==> src/rtl/fifo_credit_param.sv <==
// rtl/fifo_credit_param.sv - credit-based router input buffer, DEPTH slots, one-hot pointers
// Optional post-reset credit initialisation sequence: FIFO_CREDIT_INIT_EN
module fifo_credit_param #(
    parameter int DATA_WIDTH = 32,
    parameter int DEPTH      = 4
) (
    input  logic                         clk,
    input  logic                         reset,
    input  logic [DATA_WIDTH-1:0]        RX,
    input  logic                         valid_in,
    input  logic                         read_en_N,
    input  logic                         read_en_E,
    input  logic                         read_en_W,
    input  logic                         read_en_S,
    input  logic                         read_en_L,
    output logic                         credit_out,
    output logic                         empty_out,
    output logic [DATA_WIDTH-1:0]        Data_out,
    output logic [$clog2(DEPTH+1)-1:0]   count_out,
    output logic                         overflow_err
);

    localparam int             CW      = $clog2(DEPTH + 1);
    localparam logic [CW-1:0]  DEPTH_C = CW'(DEPTH);

    logic [DATA_WIDTH-1:0] mem [DEPTH];
    logic [DEPTH-1:0]      wr_ptr;
    logic [DEPTH-1:0]      rd_ptr;
    logic [CW-1:0]         count;
    logic                  full;
    logic                  empty;
    logic                  read_req;
    logic                  write_en;
    logic                  read_en;
    logic                  init_busy;
    logic                  credit_q;
    logic                  ovf_q;

    // Full/empty come from the occupancy counter; pointer equality is ambiguous.
    assign full     = (count == DEPTH_C);
    assign empty    = (count == '0);
    assign read_req = read_en_N | read_en_E | read_en_W | read_en_S | read_en_L;
    assign write_en = valid_in & ~full;
    assign read_en  = read_req & ~empty & ~init_busy;

    always_ff @(posedge clk or negedge reset) begin
        if (!reset) begin
            wr_ptr <= DEPTH'(1);
            rd_ptr <= DEPTH'(1);
            count  <= '0;
            ovf_q  <= 1'b0;
        end else begin
            if (write_en)
                wr_ptr <= {wr_ptr[DEPTH-2:0], wr_ptr[DEPTH-1]};
            if (read_en)
                rd_ptr <= {rd_ptr[DEPTH-2:0], rd_ptr[DEPTH-1]};
            if (write_en && !read_en)
                count <= count + CW'(1);
            else if (read_en && !write_en)
                count <= count - CW'(1);
            if (valid_in && full)
                ovf_q <= 1'b1;
        end
    end

    always_ff @(posedge clk or negedge reset) begin
        if (!reset) begin
            for (int i = 0; i < DEPTH; i++)
                mem[i] <= '0;
        end else begin
            for (int i = 0; i < DEPTH; i++)
                if (write_en && wr_ptr[i])
                    mem[i] <= RX;
        end
    end

    // One-hot read pointer selects exactly one slot, so an OR-reduction is the mux.
    always_comb begin
        Data_out = '0;
        for (int i = 0; i < DEPTH; i++)
            if (rd_ptr[i])
                Data_out = Data_out | mem[i];
    end

`ifdef FIFO_CREDIT_INIT_EN
    typedef enum logic {S_INIT, S_RUN} state_t;

    state_t        state;
    logic [CW-1:0] init_cnt;

    // Hands DEPTH credits upstream after reset; reads are held off meanwhile.
    always_ff @(posedge clk or negedge reset) begin
        if (!reset) begin
            state    <= S_INIT;
            init_cnt <= DEPTH_C;
            credit_q <= 1'b0;
        end else begin
            case (state)
                S_INIT: begin
                    credit_q <= 1'b1;
                    init_cnt <= init_cnt - CW'(1);
                    if (init_cnt == CW'(1))
                        state <= S_RUN;
                end
                S_RUN: begin
                    credit_q <= read_en;
                end
                default: begin
                    state    <= S_RUN;
                    credit_q <= 1'b0;
                end
            endcase
        end
    end

    assign init_busy = (init_cnt != '0);
`else
    always_ff @(posedge clk or negedge reset) begin
        if (!reset)
            credit_q <= 1'b0;
        else
            credit_q <= read_en;
    end

    assign init_busy = 1'b0;
`endif

    assign credit_out   = credit_q;
    assign empty_out    = empty | init_busy;
    assign count_out    = count;
    assign overflow_err = ovf_q;

endmodule

==> config.mk <==
export PLATFORM = sky130hd
export DESIGN_NAME = fifo_credit_param
export DESIGN_NICKNAME = d
export VERILOG_FILES = /design/src/rtl/fifo_credit_param.sv
export SDC_FILE = /design/constraint.sdc
export NUM_CORES = 1
export LEC_CHECK = 0
export CAP_MARGIN = 15
export CORE_MARGIN = 2
export CORE_UTILIZATION = 40
export CTS_CLUSTER_DIAMETER = 200
export DETAILED_ROUTE_END_ITERATION = 10
export DONT_BUFFER_PORTS = 1
export GPL_TIMING_DRIVEN = 0
export PLACE_DENSITY_LB_ADDON = 0.08
export SLEW_MARGIN = 25
export SYNTH_ARGS = -nofsm -noshare
export SYNTH_HDL_FRONTEND = slang
export SYNTH_SLANG_ARGS = --single-unit
==> constraint.sdc <==
create_clock -name clk -period 2.3 [get_ports clk]
set_input_delay 0.345 -clock clk [delete_from_list [all_inputs] [get_ports clk]]
set_output_delay 0.345 -clock clk [all_outputs]
set_load 0.01 [all_outputs]
* Word-level counts from Yosys, hierarchy flattened
Index checks and enable logic that the tools add are counted.
** Word-level totals
- Memories :: 0
- Bits in writable memories :: 0
- Bits in latches :: 0
- Output and inout bits :: 38
- Word-level logic and storage cells :: 40
- Input port bits :: 40
- Bits in read-only memories :: 0
- Flip-flop bits (word level) :: 141
** Operators by class
- Bitwise gates (word level) :: 11
- $mul :: 0
- Div/mod/pow operators :: 0
- Add/subtract/negate cells :: 2
- Equal/unequal tests :: 1
- Shift operators :: 0
- $lt $le $gt $ge :: 0
- Multiplexer cells :: 6
- Reductions and logical operators :: 11
** Operators by type and width (count)
- $mux 32 :: 4
- $or 32x32->32 :: 3
- $logic_and 1x1->1 :: 7
- $mux 3 :: 2
- $or 1x1->1 :: 4
- $add 3x1->3 const B :: 1
- $eq 3x3->1 const B :: 1
- $logic_not 3->1 :: 1
- $sub 3x1->3 const B :: 1
- $and 1x1->1 :: 2
- $logic_not 1->1 :: 2
- $not 1->1 :: 2
- $reduce_bool 2->1 :: 1

* Depth between registers and ports, before layout
- Depth after elaboration :: 8
- Mapped depth :: 9
- Mapped depth without buffers :: 9

* Worst setup path before layout
Ideal clock, no wire load.
- Kind :: reg-to-reg
- Start point :: reg count[0], in the netlist count_out[0]
- End point :: reg count[2], in the netlist count_out[2]
- Arrival time :: 2080 ps
- Cell stages (with the launch flop) :: 10
- Slack :: 141 ps
- Required time :: 2221 ps
- Buffers on the path :: 0
- Library setup time :: 79 ps
- Period minus slack after synthesis :: 2159 ps
- Path through :: dfrtp_1 nor3_1 a21oi_2 inv_1 ha_1 inv_1 fa_1 xor2_1 nor2_1 xor2_1
** Between the ends
- Word-level cells in the longest chain between the ends :: 6
- Elaborated cells between the ends (all ways) :: 15
- Classes of those cells :: 2 x add/sub; 1 x eq/ne; 2 x mux; 4 x bitwise; 6 x reduce/logical
** Ends and longest elaborated chain
- start: declaration :: RTL line 29 : logic [CW-1:0] count;
- start signal: assignment :: RTL line 58 : count <= count + CW'(1);
- start signal: assignment :: RTL line 60 : count <= count - CW'(1);
- $logic_not 3->1 (*) :: RTL line 41 : assign empty = (count == '0);
- via empty_out :: RTL line 17 : output logic empty_out,
- $not 1->1 (*) :: RTL line 44 : assign read_en = read_req & ~empty & ~init_busy;
- $and 1x1->1 (*) :: RTL line 44
- via read_en :: RTL line 34 : logic read_en;
- $logic_not 1->1 :: RTL line 57 : if (write_en && !read_en)
- $logic_and 1x1->1 :: RTL line 57
- $mux 3 / $reduce_bool 2->1 (equally long branches)
Mark *: on every way through the listed nets, which the timed path passes. The rest lies on a longest branch. The select of a mux whose other input is x is not followed.
A chain may end at the register's enable or synchronous reset.

* Final worst setup path
- Start point :: reg rd_ptr[0]
- End point :: out Data_out[6]
** Between the ends
- Word-level cells in the longest chain between the ends :: 7
** Ends and longest elaborated chain
- start: declaration :: RTL line 28 : logic [DEPTH-1:0] rd_ptr;
- start signal: assignment :: RTL line 56 : rd_ptr <= {rd_ptr[DEPTH-2:0], rd_ptr[DEPTH-1]};
- $mux 32 (*) :: RTL line 81 : if (rd_ptr[i])
- $or 32x32->32 :: RTL line 82 : Data_out = Data_out | mem[i];
- $mux 32 (*) :: RTL line 81
- $or 32x32->32 :: RTL line 82
- $mux 32 (*) :: RTL line 81
- $or 32x32->32 :: RTL line 82
- $mux 32 (*) :: RTL line 81
- end: declaration :: RTL line 18 : output logic [DATA_WIDTH-1:0] Data_out,
Every way passes the cells marked *; elsewhere a longest branch is shown, timed or not.

==> results.toml <==
[status]
status = "finished, violations left"
violations = "hold timing"

[power_and_ir_drop]
clkPwrFrac_pct = 49.4
power.leakage_nw = 3.47
power_frac_comb_pct = 4.0
seqPwrFrac_pct = 46.6
p_sw_share_pct = 22.3
peakVddDrop_mv = 0.627
power.switching_mw = 1.26
p_per_area_nw_per_um2 = 816
power_report.internal_total_mw = 4.38

[worst_setup_path]
critPathArrivalTime_ns = 1.84
cp-startpoint = "rd_ptr[0]$_DFFE_PN1P_"
start_kind = "register"
cp.required_ns = 1.96
r2r_start = "count_out[0]$_DFFE_PN0P_"
critical-path-max-stage-delay_ns = 0.51
path_class = "reg2out"
reg2reg_to = "count_out[1]$_DFFE_PN0P_"
cpMaxStageDelayCell = "dfstp_2"
critPathMaxFanout = 10
end_kind = "output pin"
worstPathCellList = "clkbuf_1 > clkbuf_2 > a22oi_1 > nand2_1"
rr_worst_depth = 7
r2r_setup_slack_ns = 0.20

[route]
wl_um = 13200
first_pass_iters = 4
drcViolationCount = 0
vias_per_cell = 5.48
drt.antenna.violating_nets = 0
drt_iter0_drc = 168
wl_per_cell_um = 20.5
via_count = 3525

[logic_synthesis]
synth_seq_cells = 141
seq_area_frac_synth_pct = 58.6
synth_nets = 468
syn_area_sq_um = 6020
yosys_warnings = 0
syn_inst = 426
yosysUniqueCellTypes = 19
syn_area_per_cell_sq_um = 14.1

[floorplan]
die_h_um = 127
die_area_sq_um = 16100
fp.dieW_um = 127
rows = 44
start_util_pct = 41.1
core_sq_um = 14600
pin_count = 78

[grt]
grt_use_met3_pct = 5.74
grtUsageMet2_pct = 28.4
grtUsageMet1_pct = 23.0
grt_use_total_pct = 17.7
first_global_vias = 3893
grt-ovfl-total = 0
grt.busiest_layer = "met2"
grt_pass1_wl_um = 21400
grt_max_degree = 142
antenna_found_initial = 0

[run]
cap_violations = 0

[timing]
timing.hold.ws_ns = -0.370
maxSlewViolCount = 0
finalCriticalPeriod_ns = 2.19
layout_setup_ws_ns = 0.115
setup_viol = 0
slew_headroom_pct = 61.5
tightestPinTransition_ns = 0.576
fmax_ghz = 0.458
fin_skew_ns = 0.00529
fin_crit_sh_pct = 95.0
rsz0062_at_grt = "no"
fin_tns_setup_ns = 0
hold_violations = 141

[clock_network]
cts_htree_levels = 4
clockBufferDepth = 2
path_clk_slew_ns = 0.06
root_buffer = "clkbuf_16"
clk-insertion-delay-late_ns = 0.42
cts_tree = "built"
clock-sinks = 141
cts_buffers = 17

[placed_design]
gp_congestion = 0.692
placed_area_sq_um = 6250
place_ws_ns = -0.132
io_buffers = 0
dp_hpwl_um = 8390

[layout]
syn2layout_area_growth_pct = 14.7
fillerInstances = 1309
fin_area_sq_um = 6910
antennaDiodeCount = 0
nNetsFinal = 488
drive_gt1_share_pct = 43.6

[min_path]
hp-class = "in2async"
-- cells in the mapped netlist --
library cell  count  share of area, %
a21oi_2           1              0.15
a21o_1            5              0.62
clkbuf_1         16               1.0
xnor2_1           1              0.15
nand2b_1          1              0.10
fa_1              1              0.33
mux2_2          133                25
dfstp_2           2              0.87
dfrtp_1         139                58
nor3_1            2              0.17
inv_1             3              0.19
xor2_1            2              0.29
nor2_2            4              0.42
buf_6            12               2.2
nand2_1          36               2.2
ha_1              1              0.21
nor3b_4           1              0.31
nor2_1            2              0.12
a22oi_1          64               8.0
-- sequential cells by signal, indices dropped and copies added, names as in the netlist --
signal,cells
count_out,3
wr_ptr,4
mem,128
overflow_err,1
rd_ptr,4
credit_out,1
-- power by group through the flow --
stage / combinational [mW] / clock, mW / sequential, mW
2_1_floorplan: 0.174 / 0 / 2.65
3_3_place_gp: 0.199 / 0 / 2.66
3_5_place_dp: 0.209 / 0 / 2.66
4_1_cts: 0.222 / 2.85 / 2.62
5_1_grt: 0.253 / 2.96 / 2.64
6_report: 0.224 / 2.79 / 2.63
-- cells by family (layout without fill, tap and decap cells) --
kind of cell | after synthesis | count (layout) | share of synthesized area, %
AO/OA/AOI/OAI | 70 | 70 | 8.75
XOR/XNOR | 3 | 3 | 0.436
adder cells (fa/ha/maj) | 2 | 2 | 0.540
buffers and inverters | 31 | 64 | 3.43
flip-flops | 141 | 141 | 58.6
multiplexers | 133 | 133 | 24.9
AND/OR/NAND/NOR | 46 | 46 | 3.37
-- timing repair --
action,CTS,global route
setup endpoints to repair,32,33
pin swaps,1,1
resized for setup,4,25
hold endpoints to repair,141,141
buffers inserted,1,0
-- worst max-delay path, delay by kind of cell, from the launching register on --
family	cells	cell delay (ns)
buffers and inverters	2	0.61
AND/OR/NAND/NOR	1	0.16
AO/OA/AOI/OAI	1	0.14
flip-flops	1	0.51
-- worst max path at each step --
stage,end,slack (ns),depth (start not counted)
global placement,count_out[2]$_DFFE_PN0P_,-0.11,9
CTS,count_out[1]$_DFFE_PN0P_,0.03,7
finish,Data_out[6],0.11,4
floorplan,count_out[2]$_DFFE_PN0P_,0.14,9
global route,Data_out[0],0.003,4
detailed placement,count_out[2]$_DFFE_PN0P_,-0.13,9
-- layout by cell type (no fill, tap or decap), types with 4 or more instances in the layout --
cell type / netlist / routed
buf_6: 12 / 12
clkbuf_2: 0 / 10
nand2_1: 36 / 36
clkbuf_1: 16 / 4
a21o_1: 5 / 5
nor2_2: 4 / 4
clkbuf_16: 0 / 17
a22oi_1: 64 / 64
dfrtp_1: 139 / 138
clkinvlp_4: 0 / 5
mux2_2: 133 / 133
-- layer usage --
layer	part of all wire [%]	up-vias
met5	0	-
met4	1.2	0
met3	5.0	14
met2	48	72
met1	46	1850
li1	-	1589
-- layout make-up --
| cell class | count | area, sq um | area share [%] |
|---|---|---|---|
| Multi-Input combinational cell | 254 | 2300 | 33.4 |
| Tap cell | 184 | 230 | 3.33 |
| Sequential cell | 141 | 3530 | 51.1 |
| Clock inverter | 14 | 169 | 2.44 |
| Timing Repair Buffer | 1 | 7.51 | 0.109 |
| Buffer | 28 | 215 | 3.11 |
| Clock buffer | 18 | 439 | 6.36 |
| Inverter | 3 | 11.3 | 0.163 |
-- stage by stage --
stage / util [%] / instances / power, mW
final: 47.2 / 643 / 5.64
after global routing: 47.2 / 643 / 5.86
after CTS: 47.0 / 643 / 5.70
after detailed placement: 42.7 / 610 / 2.87
after global placement: 42.7 / 610 / 2.86
after floorplan: - / 426 / 2.82
Note: power is estimated with default switching activity, not from simulation.
